`config.mk`:
```
export PLATFORM = sky130hd
export DESIGN_NAME = delta_seq_ctrl_flat
export DESIGN_NICKNAME = d
export VERILOG_FILES = /design/src/rtl/delta_seq_ctrl_if.sv /design/src/rtl/delta_seq_ctrl.sv /design/src/flat_wrapper.sv
export SDC_FILE = /design/constraint.sdc
export NUM_CORES = 1
export LEC_CHECK = 0
export BUFFER_PORTS_ARGS = -buffer_cell sky130_fd_sc_hd__buf_2
export CAP_MARGIN = 10
export CELL_PAD_IN_SITES_DETAIL_PLACEMENT = 1
export CELL_PAD_IN_SITES_GLOBAL_PLACEMENT = 2
export CORE_MARGIN = 2
export CORE_UTILIZATION = 33
export DETAILED_ROUTE_END_ITERATION = 8
export PLACE_DENSITY = 0.89
export SLEW_MARGIN = 20
export SYNTH_ARGS = -nofsm -noshare
export SYNTH_HDL_FRONTEND = slang
export SYNTH_SLANG_ARGS = --single-unit
export TNS_END_PERCENT = 50
```
`constraint.sdc`:
```
create_clock -name clk -period 7.3 [get_ports clk]
set_input_delay 1.46 -clock clk [delete_from_list [all_inputs] [get_ports clk]]
set_output_delay 1.46 -clock clk [all_outputs]
set_load 0.005 [all_outputs]
```
`src/rtl/delta_seq_ctrl_if.sv`:
```
// Control bundle between the back-prop top-level FSM (master) and the delta sequencer (slave).
// The master issues start/n_steps; the sequencer returns status, timestep index and datapath selects.
interface delta_seq_if #(
  parameter int TW = 8
);
  logic          start;
  logic [TW-1:0] n_steps;
  logic          busy;
  logic          done;
  logic [TW-1:0] t_idx;
  logic [1:0]    sel_in1;
  logic [1:0]    sel_in2;
  logic          sel_in3;
  logic [1:0]    sel_in4;
  logic [2:0]    sel_in5;
  logic [1:0]    sel_x1_1;
  logic          sel_x1_2;
  logic [1:0]    sel_x2_2;
  logic          sel_as_1;
  logic [1:0]    sel_as_2;
  logic          sel_addsub;
  logic [1:0]    sel_temp;
  logic          dgate_valid;
  logic [1:0]    gate_id;
  logic          dstate_valid;

  modport master (
    output start, n_steps,
    input  busy, done, t_idx, sel_in1, sel_in2, sel_in3, sel_in4, sel_in5,
           sel_x1_1, sel_x1_2, sel_x2_2, sel_as_1, sel_as_2, sel_addsub, sel_temp,
           dgate_valid, gate_id, dstate_valid
  );

  modport slave (
    input  start, n_steps,
    output busy, done, t_idx, sel_in1, sel_in2, sel_in3, sel_in4, sel_in5,
           sel_x1_1, sel_x1_2, sel_x2_2, sel_as_1, sel_as_2, sel_addsub, sel_temp,
           dgate_valid, gate_id, dstate_valid
  );
endinterface

```
`src/rtl/delta_seq_ctrl.sv`:
```
// LSTM back-prop delta sequencer: replays a 12-step micro-op schedule per timestep, walking t_idx down to 0.
// Latency: start in c -> step0 in c+1 -> done in c+1+12*n_steps; start is ignored outside IDLE.
module delta_seq_ctrl #(
  parameter int TW    = 8,
  parameter int NSTEP = 12
) (
  input  logic       clk,
  input  logic       rst,
  delta_seq_if.slave bus
);
  localparam logic [3:0] LAST = 4'(NSTEP - 1);

  typedef enum logic [1:0] {IDLE, RUN, DONE} state_t;

  typedef struct packed {
    logic [1:0] in1;
    logic [1:0] in2;
    logic       in3;
    logic [1:0] in4;
    logic [2:0] in5;
    logic [1:0] x11;
    logic       x12;
    logic [1:0] x22;
    logic       as1;
    logic [1:0] as2;
    logic       addsub;
    logic [1:0] temp;
    logic       dgv;
    logic [1:0] gid;
    logic       dsv;
  } sel_t;

  state_t        state, state_nxt;
  logic [3:0]    step, step_nxt;
  logic [TW-1:0] t_q, t_nxt;
  logic          first, first_nxt;
  logic          busy_q, done_q, done_nxt;
  sel_t          sel_q, sel_nxt;

  // Schedule row for a step; the first timestep seeds from h/t instead of the carried d_out.
  function automatic sel_t decode(input logic [3:0] s, input logic f);
    sel_t d;
    d = '0;
    case (s)
      4'd0:  begin d.in2 = 2'd2; d.in4 = f ? 2'd1 : 2'd0; d.in5 = f ? 3'd0 : 3'd1; end
      4'd1:  d.addsub = f;
      4'd2:  begin d.in4 = 2'd2; d.in5 = 3'd1; d.addsub = 1'b1; end
      4'd3:  begin d.as2 = 2'd3; d.addsub = 1'b1; d.temp = 2'd2; end
      4'd4:  begin
        d.in1 = 2'd2; d.in5 = 3'd4; d.x11 = 2'd1; d.x12 = 1'b1;
        d.as1 = 1'b1; d.as2 = 2'd2; d.temp = 2'd1;
      end
      4'd5:  begin
        d.in1 = 2'd1; d.in2 = 2'd1; d.in3 = 1'b1; d.as2 = 2'd1; d.temp = 2'd1; d.dsv = 1'b1;
      end
      4'd6:  begin
        d.in1 = 2'd1; d.in3 = 1'b1; d.in4 = 2'd2; d.in5 = 3'd2;
        d.x11 = 2'd2; d.addsub = 1'b1; d.temp = 2'd2;
      end
      4'd7:  begin d.in3 = 1'b1; d.x22 = 2'd1; d.temp = 2'd2; d.dgv = 1'b1; d.gid = 2'd0; end
      4'd8:  begin
        d.in1 = 2'd3; d.in2 = 2'd3; d.in4 = 2'd2; d.in5 = 3'd3;
        d.x11 = 2'd2; d.x22 = 2'd2; d.addsub = 1'b1; d.temp = 2'd2;
      end
      4'd9:  begin
        d.in3 = 1'b1; d.x11 = 2'd2; d.x12 = 1'b1; d.x22 = 2'd1; d.as1 = 1'b1;
        d.temp = 2'd2; d.dgv = 1'b1; d.gid = 2'd1;
      end
      4'd10: begin
        d.in2 = 2'd1; d.in4 = 2'd2; d.in5 = 3'd4; d.x11 = 2'd2; d.x22 = 2'd2;
        d.addsub = 1'b1; d.temp = 2'd2; d.dgv = 1'b1; d.gid = 2'd2;
      end
      4'd11: begin d.x22 = 2'd2; d.temp = 2'd2; d.dgv = 1'b1; d.gid = 2'd3; end
      default: d = '0;
    endcase
    return d;
  endfunction

  always_ff @(posedge clk) begin
    if (rst) begin
      state  <= IDLE;
      step   <= 4'd0;
      t_q    <= '0;
      first  <= 1'b0;
      busy_q <= 1'b0;
      done_q <= 1'b0;
      sel_q  <= '0;
    end else begin
      state  <= state_nxt;
      step   <= step_nxt;
      t_q    <= t_nxt;
      first  <= first_nxt;
      busy_q <= (state_nxt == RUN);
      done_q <= done_nxt;
      sel_q  <= sel_nxt;
    end
  end

  always_comb begin
    state_nxt = state;
    step_nxt  = step;
    t_nxt     = t_q;
    first_nxt = first;
    done_nxt  = 1'b0;
    case (state)
      IDLE: begin
        if (bus.start) begin
          if (bus.n_steps != '0) begin
            state_nxt = RUN;
            step_nxt  = 4'd0;
            t_nxt     = bus.n_steps - TW'(1);
            first_nxt = 1'b1;
          end else begin
            done_nxt = 1'b1;
          end
        end
      end
      RUN: begin
        if (step == LAST) begin
          step_nxt = 4'd0;
          if (t_q == '0) begin
            state_nxt = DONE;
            done_nxt  = 1'b1;
          end else begin
            t_nxt     = t_q - TW'(1);
            first_nxt = 1'b0;
          end
        end else begin
          step_nxt = step + 4'd1;
        end
      end
      DONE:    state_nxt = IDLE;
      default: state_nxt = IDLE;
    endcase
    // Selects are registered from the next step so step k's row is live during RUN cycle k.
    sel_nxt = (state_nxt == RUN) ? decode(step_nxt, first_nxt) : '0;
  end

  assign bus.busy         = busy_q;
  assign bus.done         = done_q;
  assign bus.t_idx        = t_q;
  assign bus.sel_in1      = sel_q.in1;
  assign bus.sel_in2      = sel_q.in2;
  assign bus.sel_in3      = sel_q.in3;
  assign bus.sel_in4      = sel_q.in4;
  assign bus.sel_in5      = sel_q.in5;
  assign bus.sel_x1_1     = sel_q.x11;
  assign bus.sel_x1_2     = sel_q.x12;
  assign bus.sel_x2_2     = sel_q.x22;
  assign bus.sel_as_1     = sel_q.as1;
  assign bus.sel_as_2     = sel_q.as2;
  assign bus.sel_addsub   = sel_q.addsub;
  assign bus.sel_temp     = sel_q.temp;
  assign bus.dgate_valid  = sel_q.dgv;
  assign bus.gate_id      = sel_q.gid;
  assign bus.dstate_valid = sel_q.dsv;
endmodule

```
`src/flat_wrapper.sv`:
```
// flat-port wrapper written by rule: the top's interface ports become plain ports
module delta_seq_ctrl_flat 
#(
  parameter int TW    = 8,
  parameter int NSTEP = 12
)
  (clk, rst, bus_start, bus_n_steps, bus_busy, bus_done, bus_t_idx, bus_sel_in1, bus_sel_in2, bus_sel_in3, bus_sel_in4, bus_sel_in5, bus_sel_x1_1, bus_sel_x1_2, bus_sel_x2_2, bus_sel_as_1, bus_sel_as_2, bus_sel_addsub, bus_sel_temp, bus_dgate_valid, bus_gate_id, bus_dstate_valid);
  delta_seq_if #(.TW(TW)) bus_i ();
  input  logic clk;
  input  logic rst;
  input wire logic [$bits(bus_i.start)-1:0] bus_start;
  input wire logic [$bits(bus_i.n_steps)-1:0] bus_n_steps;
  output wire logic [$bits(bus_i.busy)-1:0] bus_busy;
  output wire logic [$bits(bus_i.done)-1:0] bus_done;
  output wire logic [$bits(bus_i.t_idx)-1:0] bus_t_idx;
  output wire logic [$bits(bus_i.sel_in1)-1:0] bus_sel_in1;
  output wire logic [$bits(bus_i.sel_in2)-1:0] bus_sel_in2;
  output wire logic [$bits(bus_i.sel_in3)-1:0] bus_sel_in3;
  output wire logic [$bits(bus_i.sel_in4)-1:0] bus_sel_in4;
  output wire logic [$bits(bus_i.sel_in5)-1:0] bus_sel_in5;
  output wire logic [$bits(bus_i.sel_x1_1)-1:0] bus_sel_x1_1;
  output wire logic [$bits(bus_i.sel_x1_2)-1:0] bus_sel_x1_2;
  output wire logic [$bits(bus_i.sel_x2_2)-1:0] bus_sel_x2_2;
  output wire logic [$bits(bus_i.sel_as_1)-1:0] bus_sel_as_1;
  output wire logic [$bits(bus_i.sel_as_2)-1:0] bus_sel_as_2;
  output wire logic [$bits(bus_i.sel_addsub)-1:0] bus_sel_addsub;
  output wire logic [$bits(bus_i.sel_temp)-1:0] bus_sel_temp;
  output wire logic [$bits(bus_i.dgate_valid)-1:0] bus_dgate_valid;
  output wire logic [$bits(bus_i.gate_id)-1:0] bus_gate_id;
  output wire logic [$bits(bus_i.dstate_valid)-1:0] bus_dstate_valid;
  assign bus_i.start = bus_start;
  assign bus_i.n_steps = bus_n_steps;
  assign bus_busy = bus_i.busy;
  assign bus_done = bus_i.done;
  assign bus_t_idx = bus_i.t_idx;
  assign bus_sel_in1 = bus_i.sel_in1;
  assign bus_sel_in2 = bus_i.sel_in2;
  assign bus_sel_in3 = bus_i.sel_in3;
  assign bus_sel_in4 = bus_i.sel_in4;
  assign bus_sel_in5 = bus_i.sel_in5;
  assign bus_sel_x1_1 = bus_i.sel_x1_1;
  assign bus_sel_x1_2 = bus_i.sel_x1_2;
  assign bus_sel_x2_2 = bus_i.sel_x2_2;
  assign bus_sel_as_1 = bus_i.sel_as_1;
  assign bus_sel_as_2 = bus_i.sel_as_2;
  assign bus_sel_addsub = bus_i.sel_addsub;
  assign bus_sel_temp = bus_i.sel_temp;
  assign bus_dgate_valid = bus_i.dgate_valid;
  assign bus_gate_id = bus_i.gate_id;
  assign bus_dstate_valid = bus_i.dstate_valid;
  delta_seq_ctrl #(.TW(TW), .NSTEP(NSTEP)) u_core (.clk(clk), .rst(rst), .bus(bus_i));
endmodule
```
# Yosys cells after proc, flatten, opt, wreduce, memory -nomap -nowiden
# Cells that the tools add are included.
dict set report op_classes {
  n_bitwise 1
  mux 39
  eq_ne 18
  n_addsub 3
  n_reduce_logical 19
}
# operator count
set ops {}
lappend ops {{two-way mux 8 bit} 4}
lappend ops {{== test 4 bit, second input constant} 5}
lappend ops {{case mux 2 bit (2 select lines)} 5}
lappend ops {{case mux 2 bit (3 select lines)} 3}
lappend ops {{== test 4 x 3 -> 1 bit, second input constant} 4}
lappend ops {{case mux 8 bit (2 select lines)} 1}
lappend ops {{subtractor 8 x 1 -> 8 bit, second input constant} 2}
lappend ops {{case mux 3 bit (5 select lines)} 1}
lappend ops {{OR reduction 2 bit} 7}
lappend ops {{two-way mux 1 bit} 13}
lappend ops {{two-way mux 4 bit} 3}
lappend ops {{case mux 3 bit (4 select lines)} 1}
lappend ops {{OR reduction 4 bit} 3}
lappend ops {{== test 4 x 2 -> 1 bit, second input constant} 2}
lappend ops {{logical NOT 8 bit} 1}
lappend ops {{two-way mux 2 bit} 4}
lappend ops {{case mux 4 bit (2 select lines)} 1}
lappend ops {{nonzero test 8 bit} 1}
lappend ops {{OR reduction 7 bit} 1}
lappend ops {{case mux 1 bit (2 select lines)} 3}
lappend ops {{AND reduction 5 bit} 1}
lappend ops {{OR reduction 5 bit} 1}
lappend ops {{adder 4 x 1 -> 4 bit, second input constant} 1}
lappend ops {{== test 2 x 1 -> 1 bit, second input constant} 2}
lappend ops {{8 further kinds} 10}
dict set report word_totals {
  in_bits 11
  regBits 41
  output_inout_bits 35
}

# Depth between registers and ports, before layout
dict set report logic_depth {
  depth_word 7
  mapped_depth 9
  depth_no_buf 8
}

# Worst setup path after synthesis
# OpenSTA, ideal clock, no wires.
dict set report synth_timing {
  path_kind {input -> register}
  from {input port bus_n_steps[1]}
  to {register u_core.sel_q (netlist bit u_core.bus.sel_in1[0])}
  setup_time_ns 0.088
  setup_slack_ns 4.363
  required_time_ns 7.212
  arrival_ns 2.849
  cell_stages 6
  path_cell_list {nor4_4 > a211oi_4 > a311o_4 > nor2_8 > a21oi_1 > a311oi_2}
}
dict set report synth_via {
  elab_chain_cells 7
  word_cells_on_any_way 16
}
# item line_no
set synth_lines {}
lappend synth_lines {{from (decl)} flat_wrapper.sv:12} ;# input wire logic [$bits(bus_i.n_steps)-1:0] bus_n_steps;
lappend synth_lines {{nonzero test 8 bit *} delta_seq_ctrl.sv:108} ;# if (bus.n_steps != '0) begin
lappend synth_lines {{two-way mux 4 bit / two-way mux 2 bit (equally long branches)} delta_seq_ctrl.sv:108}
lappend synth_lines {{two-way mux 4 bit / two-way mux 2 bit (equally long branches)} delta_seq_ctrl.sv:107} ;# if (bus.start) begin
lappend synth_lines {{case mux 4 bit (2 select lines) / case mux 2 bit (2 select lines) (equally long branches)} delta_seq_ctrl.sv:105} ;# case (state)
lappend synth_lines {{== test 4 x 3 -> 1 bit / == test 2 x 1 -> 1 bit (equally long branches)} {delta_seq_ctrl.sv:44, delta_seq_ctrl.sv:136}}
lappend synth_lines {{OR reduction 2 bit (no source line) / NOT 1 bit (equally long branches)} -}
lappend synth_lines {{case mux 2 bit (3 select lines) / OR reduction 2 bit (equally long branches)} -}
lappend synth_lines {{to (signal assigned)} delta_seq_ctrl.sv:95} ;# sel_q <= sel_nxt;
lappend synth_lines {{to (decl)} delta_seq_ctrl.sv:38} ;# sel_t sel_q, sel_nxt;
# Every way passes the cells marked *; elsewhere a longest branch is shown, timed or not.
# A chain may end at the register's enable or synchronous reset.

# Final worst setup path
dict set report layout_timing {
  from {input port bus_n_steps[2]}
  to {register u_core.sel_q (netlist bit u_core.bus.sel_in5[1])}
}
dict set report layout_via {
  elab_chain_cells 7
  word_cells_on_any_way 18
}
# item line_no
set layout_lines {}
lappend layout_lines {{nonzero test 8 bit *} delta_seq_ctrl.sv:108}
lappend layout_lines {{two-way mux 4 bit / two-way mux 2 bit (equally long branches)} delta_seq_ctrl.sv:108}
lappend layout_lines {{two-way mux 4 bit / two-way mux 2 bit (equally long branches)} delta_seq_ctrl.sv:107}
lappend layout_lines {{case mux 4 bit (2 select lines) / case mux 2 bit (2 select lines) (equally long branches)} delta_seq_ctrl.sv:105}
lappend layout_lines {{== test 4 bit (tied with other cells)} delta_seq_ctrl.sv:44} ;# case (s)
lappend layout_lines {{OR reduction 2 bit (no source line) / NOT 1 bit (equally long branches)} -}
lappend layout_lines {{case mux 3 bit (5 select lines) / OR reduction 2 bit (equally long branches)} -}
# Marked as above.

==> run summary <==
post-synthesis sequential area ratio - 0.420
Die Y - 81.0 um
Mapped Area - 1950 sq um
CP Capture Type - flip-flop
Worst Hold Launch - u_core.state[1]$_SDFF_PP0_
initial antenna violation count - 0
max-slew violation count - 0
CTS H-Tree Depth - 2
drt wl/cell - 15.8 um
Internal Power - 357 uW
max_slew headroom - 0.388
status - completed
drc violations - 0
power density over the cells - 213 nW/um^2
CP cell instances - buf_2, nor4_4, a211oi_4, a311oi_2, nor2_2, a2bb2oi_1, nor2_1
reg2reg end - u_core.bus.t_idx[4]$_SDFFE_PP0P_
worst-case vdd ir drop - 78.8 uV
fill count - 738
cts hold-fix bufs - 0
met2 usage - 0.307
Max stage delay on crit path - 0.55 ns
DR vias - 1800
CTS tree - yes
area growth from synthesis to layout - 18.8%
number of diodes - 0
placer congestion estimate - 0.833
commonest non-fill, non-tap cell in the layout - buf_2
global route overflow - 0
Post-CTS Setup Inserts - 0
DRT Pass-1 Iters - 4
worst reg-to-reg path cell count - 7
PortBufs - 45
Chip Width - 81.0 um
worst r2r src - u_core.state[1]$_SDFF_PP0_
YS warnings - 0
Sw Share - 0.277
critical path class - in2reg
met3 Use GR - 0.0344
WP data required - 7.48 ns
commonest non-fill, non-tap cells in the layout - buf_2, dfxtp_1, nor2_1, nand2_1, a21oi_1
post-detail-place hpwl - 4020 um
Worst-Margin Slew - 0.912 ns
Buf/Inv on CP - 1
hold endpoint - u_core.bus.done$_SDFF_PP0_
met1 usage in global routing - 0.224
max-cap violations - 0
Tmin final - 3.08 ns
root buffer cell - clkbuf_8
first-pass GRT wire length - 9010 um
Vias/cell - 5.25
Synth Area per Inst - 8.61 sq um
static leakage - 0.000948 uW
final hold slack - 0.502 ns
final wirelength - 5420 um
layout cells sized above 1 - 0.254
RSZ-0062 raised after global routing - false
clock-pin slew on the worst setup and hold paths - 0.08 ns
slowest CP cell - a311oi_2
post-route ant nets - 0
GRT Overall Usage - 0.179
Initial Util - 0.336
HP Class - reg2reg
clock power share - 0.362
Clock Path Buffers - 2
Synth Net Count - 240
Final period util - 0.423
Die ar. - 6550 sq um
Fmax - 324 MHz
hold path cells - 1
Yosys reg bits - 41
Seq pwr share - 0.485
worst-path maximum fanout - 8
grt peak-use layer - met2
Core Region - 5820 sq um
Final Hold Viols - 0
Layout Skew - 0.00781 ns
Nets - 281
drt first-iter violations - 50
clock net sink count - 41
IO Pins - 46
vias in the first global route - 1836
TritonCTS Buffers - 5
Skew-Pair Late Insertion Delay - 0.29 ns
cell count after synthesis - 227
post-cts gate resize count - 0
Top delay family on crit path - compound AO/OA/AOI/OAI gates
P_sw - 137 uW
Comb power frac - 0.153
Yosys cell types - 52
Arr. time, crit path - 3.27 ns
reg2reg setup slack - 4.35 ns
Rows - 28
largest net degree at the start of global routing - 21
final setup fails - 0
setup TNS - 0 ns
startpoint type of the worst setup path - primary input
metal layers:
metal / vias up / wire (um)
met5: - / 0
met4: 0 / 78
met3: 8 / 192
met2: 34 / 2610
met1: 868 / 2540
li1: 890 / -
cell type report:
cell class,count,area (sq um),share of cell area
Multi-Input combinational cell,172,1070,0.459
Tap cell,75,93.8,0.0404
Clock buffer,5,68.8,0.0296
Sequential cell,41,821,0.354
Timing Repair Buffer,45,225,0.0970
Clock inverter,2,35.0,0.0151
Inverter,3,11.3,0.00485
power by group through the flow:
stage,clock network [uW],logic (uW),registers (uW)
floorplan,0,52.2,243
global placement,0,73.4,245
detailed placement,0,75.2,245
CTS,183,75.5,240
global route,190,84.9,241
finish,179,75.4,240
synth_stat cells, drive strengths merged:
master,n,area share
or2,3,0.0096
mux2i,6,0.031
o22a,1,0.0045
a311o,1,0.010
a311oi,2,0.015
inv,3,0.0058
and2b,1,0.0045
a211oi,5,0.026
and2,1,0.0032
nand3,7,0.018
o21ai,10,0.028
a31oi,4,0.013
xor2,2,0.0090
ha,2,0.013
o31ai,1,0.0038
nor2,31,0.069
o22ai,2,0.0096
o2111ai,2,0.0090
and3b,1,0.0045
nand2,26,0.051
a21o,2,0.0077
nor4,5,0.031
mux2,1,0.0058
o21a,3,0.012
dfxtp,41,0.42
nand2b,3,0.0096
o41ai,1,0.0045
clkbuf,6,0.012
a21oi,21,0.056
a2111oi,1,0.0045
nand3b,3,0.012
o211ai,1,0.0038
xnor2,1,0.0045
and4b,1,0.0051
or3b,1,0.0045
a2bb2oi,1,0.0045
nor3,17,0.044
or3,2,0.0064
buf,5,0.017
state kept, by name, indices dropped and copies added, names as in the netlist, 2 cells and up:
signal,count
u_core.bus.sel_temp,2
u_core.bus.sel_in4,2
u_core.bus.sel_in1,2
u_core.bus.sel_x1_1,2
u_core.state,2
u_core.bus.sel_as_2,2
u_core.bus.t_idx,8
u_core.bus.gate_id,2
u_core.bus.sel_in2,2
u_core.step,4
u_core.bus.sel_in5,3
u_core.bus.sel_x2_2,2
worst max-delay path by stage:
stage          cells past startpoint  slack (ns)      startpoint                               end
2_1_floorplan                      6        4.36  bus_n_steps[1]  u_core.bus.sel_in1[0]$_SDFF_PP0_
5_1_grt                            7        4.09  bus_n_steps[2]  u_core.bus.sel_in5[1]$_SDFF_PP0_
6_report                           7        4.22  bus_n_steps[2]  u_core.bus.sel_in5[1]$_SDFF_PP0_
4_1_cts                            7        4.23  bus_n_steps[2]  u_core.bus.sel_in5[1]$_SDFF_PP0_
3_5_place_dp                       7        3.93  bus_n_steps[2]  u_core.bus.sel_in5[1]$_SDFF_PP0_
3_3_place_gp                       7        3.95  bus_n_steps[2]  u_core.bus.sel_in5[1]$_SDFF_PP0_
logic make-up (layout without fill, tap and decap cells):
family / count (synthesis) / after routing / synth area share
buf+inv: 14 / 55 / 0.0346
flops: 41 / 41 / 0.420
xor+xnor: 3 / 3 / 0.0134
mux: 7 / 7 / 0.0365
fa+ha+maj: 2 / 2 / 0.0128
compound gates: 58 / 58 / 0.211
simple gates: 102 / 102 / 0.272
through the flow:
| stage | total power, uW | instance area (sq um) | std cells | setup WS [ns] | util |
|---|---|---|---|---|---|
| floorplan | 295 | 1950 | 227 | 4.36 | - |
| CTS | 498 | 2320 | 343 | 4.23 | 0.399 |
| global route | 516 | 2320 | 343 | 4.09 | 0.399 |
| detailed placement | 320 | 2220 | 336 | 3.93 | 0.381 |
| global placement | 318 | 2220 | 336 | 3.95 | 0.381 |
| finish | 494 | 2320 | 343 | 4.22 | 0.399 |
(Power assumes the default switching activity.)
